<file path="src/rtl/xconf_dump.sv">
// Snapshots a flat configuration vector and replays it as MSB-first DATA_W-wide writes.
// Optional feature: define CONF_DUMP_CLEAR_EN to issue a clear-command write before the dump.
module xconf_dump #(
    parameter int CONF_BITS  = 200,
    parameter int DATA_W     = 32,
    parameter int ADDR_W     = 10,
    parameter int BASE_ADDR  = 0,
    parameter int CLEAR_ADDR = 1023
) (
    input  logic                 clk,
    input  logic                 rst,
    input  logic                 start,
    input  logic [CONF_BITS-1:0] conf_in,
    output logic                 busy,
    output logic                 done,
    output logic                 req,
    output logic                 rnw,
    output logic [ADDR_W-1:0]    addr,
    output logic [DATA_W-1:0]    data_out,
    input  logic                 ack
);

    localparam int N_WORDS = (CONF_BITS + DATA_W - 1) / DATA_W;
    localparam int TOTAL_W = N_WORDS * DATA_W;
    localparam int PAD_W   = TOTAL_W - CONF_BITS;
    localparam int CNT_W   = $clog2(N_WORDS + 1);
    localparam logic [CNT_W-1:0] LAST_WORD = CNT_W'(N_WORDS - 1);

    typedef enum logic [1:0] {
        IDLE = 2'd0,
        CLR  = 2'd1,
        SEND = 2'd2,
        FIN  = 2'd3
    } state_t;

    state_t             state;
    state_t             next_state;
    logic [CNT_W-1:0]   word_cnt;
    logic [TOTAL_W-1:0] snapshot;

    // The snapshot is stored left-aligned and shifted one chunk per accepted word,
    // so the current word is always the top DATA_W bits and a partial last chunk
    // comes out with zero low bits.
    always_ff @(posedge clk or posedge rst) begin
        if (rst) begin
            state    <= IDLE;
            word_cnt <= '0;
            snapshot <= '0;
        end else begin
            state <= next_state;
            if (state == IDLE && start) begin
                snapshot <= TOTAL_W'(conf_in) << PAD_W;
                word_cnt <= '0;
            end else if (state == SEND && ack && word_cnt != LAST_WORD) begin
                snapshot <= snapshot << DATA_W;
                word_cnt <= word_cnt + 1'b1;
            end
        end
    end

    always_comb begin
        next_state = state;
        busy       = 1'b0;
        done       = 1'b0;
        req        = 1'b0;
        rnw        = 1'b1;
        addr       = '0;
        data_out   = '0;
        case (state)
            IDLE: begin
                if (start) begin
`ifdef CONF_DUMP_CLEAR_EN
                    next_state = CLR;
`else
                    next_state = SEND;
`endif
                end
            end
`ifdef CONF_DUMP_CLEAR_EN
            CLR: begin
                busy = 1'b1;
                req  = 1'b1;
                rnw  = 1'b0;
                addr = ADDR_W'(CLEAR_ADDR);
                if (ack) begin
                    next_state = SEND;
                end
            end
`endif
            SEND: begin
                busy     = 1'b1;
                req      = 1'b1;
                rnw      = 1'b0;
                addr     = ADDR_W'(BASE_ADDR) + ADDR_W'(word_cnt);
                data_out = snapshot[TOTAL_W-1 -: DATA_W];
                if (ack && word_cnt == LAST_WORD) begin
                    next_state = FIN;
                end
            end
            FIN: begin
                done       = 1'b1;
                next_state = IDLE;
            end
            default: begin
                next_state = IDLE;
            end
        endcase
    end

endmodule

</file>
<file path="config.mk">
export PLATFORM = sky130hd
export DESIGN_NAME = xconf_dump
export DESIGN_NICKNAME = d
export VERILOG_FILES = /design/src/rtl/xconf_dump.sv
export SDC_FILE = /design/constraint.sdc
export NUM_CORES = 1
export LEC_CHECK = 0
export ABC_AREA = 1
export CAP_MARGIN = 0
export CORE_UTILIZATION = 33
export DETAILED_ROUTE_END_ITERATION = 10
export PLACE_DENSITY = 0.57
export SLEW_MARGIN = 20
export SYNTH_ARGS = -nofsm -noshare
export SYNTH_HDL_FRONTEND = slang
export SYNTH_SLANG_ARGS = --single-unit
</file>
<file path="constraint.sdc">
create_clock -name clk -period 9.7 [get_ports clk]
set_input_delay 2.425 -clock clk [delete_from_list [all_inputs] [get_ports clk]]
set_output_delay 2.425 -clock clk [all_outputs]
set_load 0.01 [all_outputs]
</file>
### Yosys cells after proc, flatten, opt, wreduce, memory -nomap -nowiden

Index checks and enable logic that the tools add are counted.

* add/sub/neg operators: 1
* equality and inequality tests: 6
* multiplexer cells: 12
* reduce and logical (&&, ||, !) cells: 7

Operators by type and width (count)
* two-way mux 224 bit: 2
* two-way mux 32 bit: 1
* two-way mux 3 bit: 3
* == test 2 bit (second input constant): 2
* logical AND 1 bit: 4
* two-way mux 2 bit: 2
* case mux 2 bit (2 select lines): 1
* adder 3 x 1 -> 3 bit (second input constant): 1
* == test 3 bit (second input constant): 1
* two-way mux 1 bit: 3
* != test 3 bit (second input constant): 1
* logical NOT 2 bit: 1
* != test 2 x 1 -> 1 bit (second input constant): 1
* != test 2 bit (second input constant): 1
* AND reduction 2 bit: 1
* nonzero test 2 bit: 1

* flip-flop bits (word level): 229
* input bits: 204
* output and inout bits: 46
* word-level logic and storage cells: 29

### Longest topological paths before layout

* depth in word-level cells: 5
* gate-level depth with buffers: 9
* mapped depth without buffers: 7

### Worst setup path before layout

No wires, ideal clock.

* path type: register -> output
* from: reg state[0]
* to: out data_out[11]
* arrival time: 1122 ps
* setup slack: 6153 ps
* stages on the path, launching flop included: 5
* path buffers: 1
* path through: dfrtp_1 -> nor2_4 -> inv_2 -> buf_1 -> nor2_1

* longest elaborated chain between the ends: 2

RTL lines
* start: declaration: line 36 `state_t state;`
* start signal: assignment: line 50 `state <= next_state;`
* == test 2 bit: line 69 `case (state)`
* two-way mux 32 bit: line 69
* end: declaration: line 19 `output logic [DATA_W-1:0] data_out,`

Every way passes these cells.

### Final worst setup path

* from: in start
* to: reg snapshot[51]

* longest elaborated chain between the ends: 2

RTL lines
* start: declaration: line 12 `input logic start,`
* logical AND 1 bit *: line 51 `if (state == IDLE && start) begin`
* two-way mux 224 bit / nonzero test 2 bit (equally long branches)
* end signal: assignment: line 52 `snapshot <= TOTAL_W'(conf_in) << PAD_W;`
* end signal: assignment: line 55 `snapshot <= snapshot << DATA_W;`
* end: declaration: line 39 `logic [TOTAL_W-1:0] snapshot;`

Mark *: on every way between the ends. The rest lies on a longest branch, timed or not.
A chain may end at the register's enable or synchronous reset.

==> summary.txt <==
Outcome
  • Outcome: finished, final reports clean

STA
  • Final min period: 4740 ps
  • Slew HR: 0.206
  • Final max-slew violation count: 0
  • Final hold violations: 0
  • Fin Setup TNS: 0 ps
  • Worst Tran Pin Value: 1190 ps
  • Unrepaired setup endpoints after global routing: no
  • Worst Skew: 21.4 ps
  • Fin crit share: 0.489
  • Setup violators final: 0
  • F_max: 211 MHz
  • Worst setup margin: 4960 ps

Clocking
  • CTS sink count: 205
  • Clock latency on the worst-skew pair: 520 ps
  • Clock transition at path regs: 60 ps
  • Max Root-Sink Buffers: 3
  • Htree depth: 1
  • CTS tree: yes
  • Setup Buffers After CTS: 0
  • CTS Buf Count: 25
  • Post-CTS Resized: 0
  • # hold bufs at CTS: 0
  • Root Driver: clkbuf_16

Global route
  • Tot GR Track Use: 0.184
  • Vias in the first global route: 9698
  • Initial antenna violation count: 3
  • Pin count of the biggest net entering global routing: 267
  • Grt ovf: 0
  • Global-route wire length before repair: 50900 um

Floorplan
  • Die area: 0.0334 mm^2
  • Core box area: 0.0319 mm^2
  • # rows: 65
  • Initial Util: 0.338
  • Die width: 183 um
  • IO Pins: 250
  • Die height: 183 um

Placement
  • Port bufs: 242
  • Gpl congestion: 0.773
  • HPWL Detailed: 19100 um
  • Pre-CTS WS: 4570 ps

Final layout
  • Diode count: 0
  • Fraction of layout cells with a size suffix above 1: 0.0339
  • Layout area overhead: 31.1%
  • Final #Nets: 1901

Critical path
  • Worst flop-to-flop path endpoint: snapshot[51]
  • Reg2reg path depth: 8
  • Crit path DAT: 5190 ps
  • Worst Path Required: 10150 ps
  • Crit path max fanout: 196
  • Worst setup EP type: flop
  • Crit path kind: primary input to flop
  • R2R setup slack: 6070 ps
  • Crit Reg-Reg Startpoint: state[0]
  • Startpoint types: primary input

Job
  • Max_cap viols: 0

Synth
  • Unique masters post-synth: 17
  • #FFs+latches synth: 205
  • Multiplexer share of the synthesized area: 0
  • Syn_area_per_cell: 6.99 um^2
  • Post-Synth Simple-Gate Area: 0.449
  • Synthesized-area fraction occupied by ao, oa, aoi and oai cells: 0
  • Syn. warnings: 0
  • Largest family of logic cells by synthesized area: simple AND/OR/NAND/NOR gates
  • Post-synthesis xor/xnor area fraction: 0.000812
  • Mapped Area: 0.0108 mm^2
  • Adder-cell share of the synthesized area: 0.00232
  • Ranking of synthesized cells by area: dfrtp_1 (48%), nand2_1 (26%), nand3_1 (17%)
  • Cell taking the most area after synthesis: dfrtp_1
  • Yosys top cell area share: 0.475
  • Post-Syn Instances: 1544
  • Sequential share of the synthesized area: 0.475

Route
  • DRT iter0 DRCs: 837
  • Via density: 4.61
  • Initial DRT Pass Iterations: 5
  • Routed Antenna Nets: 0
  • DR WL/cell: 14.4 um
  • Final WL: 31000 um
  • DR vias: 9904
  • Detailed-route DRC error count: 0

Power and ir drop
  • Leak Pwr: 0.00756 uW
  • VDD IR max: 0.121 mV
  • PD cells: 215 mW/mm^2

Min path
  • Hold_sp: snapshot[33]
  • Hold depth: 2
  • Class of the worst hold path: flop to flop
  • Hold path endpoint: snapshot[33]
-- cell families (layout without fill, tap and decap cells) --
group,after synthesis,after routing
XOR/XNOR,1,1
adder cells (fa/ha/maj),2,2
buffers and inverters,175,337
flip-flops,205,205
other,1,7
AND/OR/NAND/NOR,1160,1160
-- metrics by stage --
stage | cell area [um^2] | total power [uW] | hold WS, ps | instances | util
after detailed placement | 13300 | 2110 | 490 | 2102 | 0.416
after global routing | 14100 | 3260 | 524 | 2147 | 0.444
final | 14100 | 3050 | 497 | 2147 | 0.444
after floorplan | 10800 | 1760 | 469 | 1550 | -
after CTS | 14100 | 3080 | 503 | 2146 | 0.443
after global placement | 13300 | 2100 | 489 | 2102 | 0.416
-- critical path, stage by stage --
cell     delay (ps)
buf_6           520
nand2_8         490
buf_12          420
buf_16          300
inv_2           510
nand2_1         130
nand2_1          90
-- synthesized netlist by cell type, drive strengths merged --
master / number
nand3: 374
clkbuf: 48
nand2: 747
conb: 1
buf: 84
nor2: 39
inv: 43
xor2: 1
ha: 2
dfrtp: 205
-- power by group --
part | leakage, uW | switching (uW) | internal (uW) | total (uW)
sequential | 0.00283 | 115 | 1060 | 1180
clock | 0.000418 | 364 | 595 | 959
combinational | 0.00431 | 535 | 380 | 914
total | 0.00756 | 1010 | 2040 | 3050
-- registers in the layout, indices dropped and copies added, names as in the netlist --
signal	cells
snapshot	200
state	2
word_cnt	3
-- cell usage in the layout, fill, tap and decap left out, drive strengths merged --
| cell type | n |
|---|---|
| ha | 2 |
| bufinv | 3 |
| clkdlybuf4s50 | 241 |
| dfrtp | 205 |
| clkbuf | 35 |
| buf | 9 |
| clkinv | 5 |
| clkinvlp | 1 |
| nand2 | 747 |
| inv | 43 |
| xor2 | 1 |
| conb | 7 |
| nor2 | 39 |
| nand3 | 374 |
-- layer usage --
| metal | GRT usage | part of all wire | wire length, um |
|---|---|---|---|
| met1 | 0.284 | 0.51 | 15900 |
| met4 | 0.0300 | 0.015 | 466 |
| met3 | 0.0292 | 0.050 | 1560 |
| met5 | 0 | 0.00036 | 11 |
| met2 | 0.275 | 0.42 | 13000 |
-- worst max path at each step --
stage / start / endpoint / slack [ps] / cells after the start
2_1_floorplan: rst / snapshot[100] / 1680 / 1
3_3_place_gp: start / snapshot[50] / 4570 / 6
3_5_place_dp: start / snapshot[51] / 4570 / 6
4_1_cts: state[1] / rnw / 4990 / 4
5_1_grt: start / snapshot[29] / 4730 / 7
6_report: start / snapshot[51] / 4960 / 7
-- area by class of cell --
class,count,area [um^2]
fill,3335,17700
tap,435,544
clock buffer,35,723
inverter,43,169
multi-input combinational,1170,4940
timing repair buffer,250,2520
clock inverter,9,123
sequential,205,5130
Note: power is estimated with default switching activity, not from simulation.
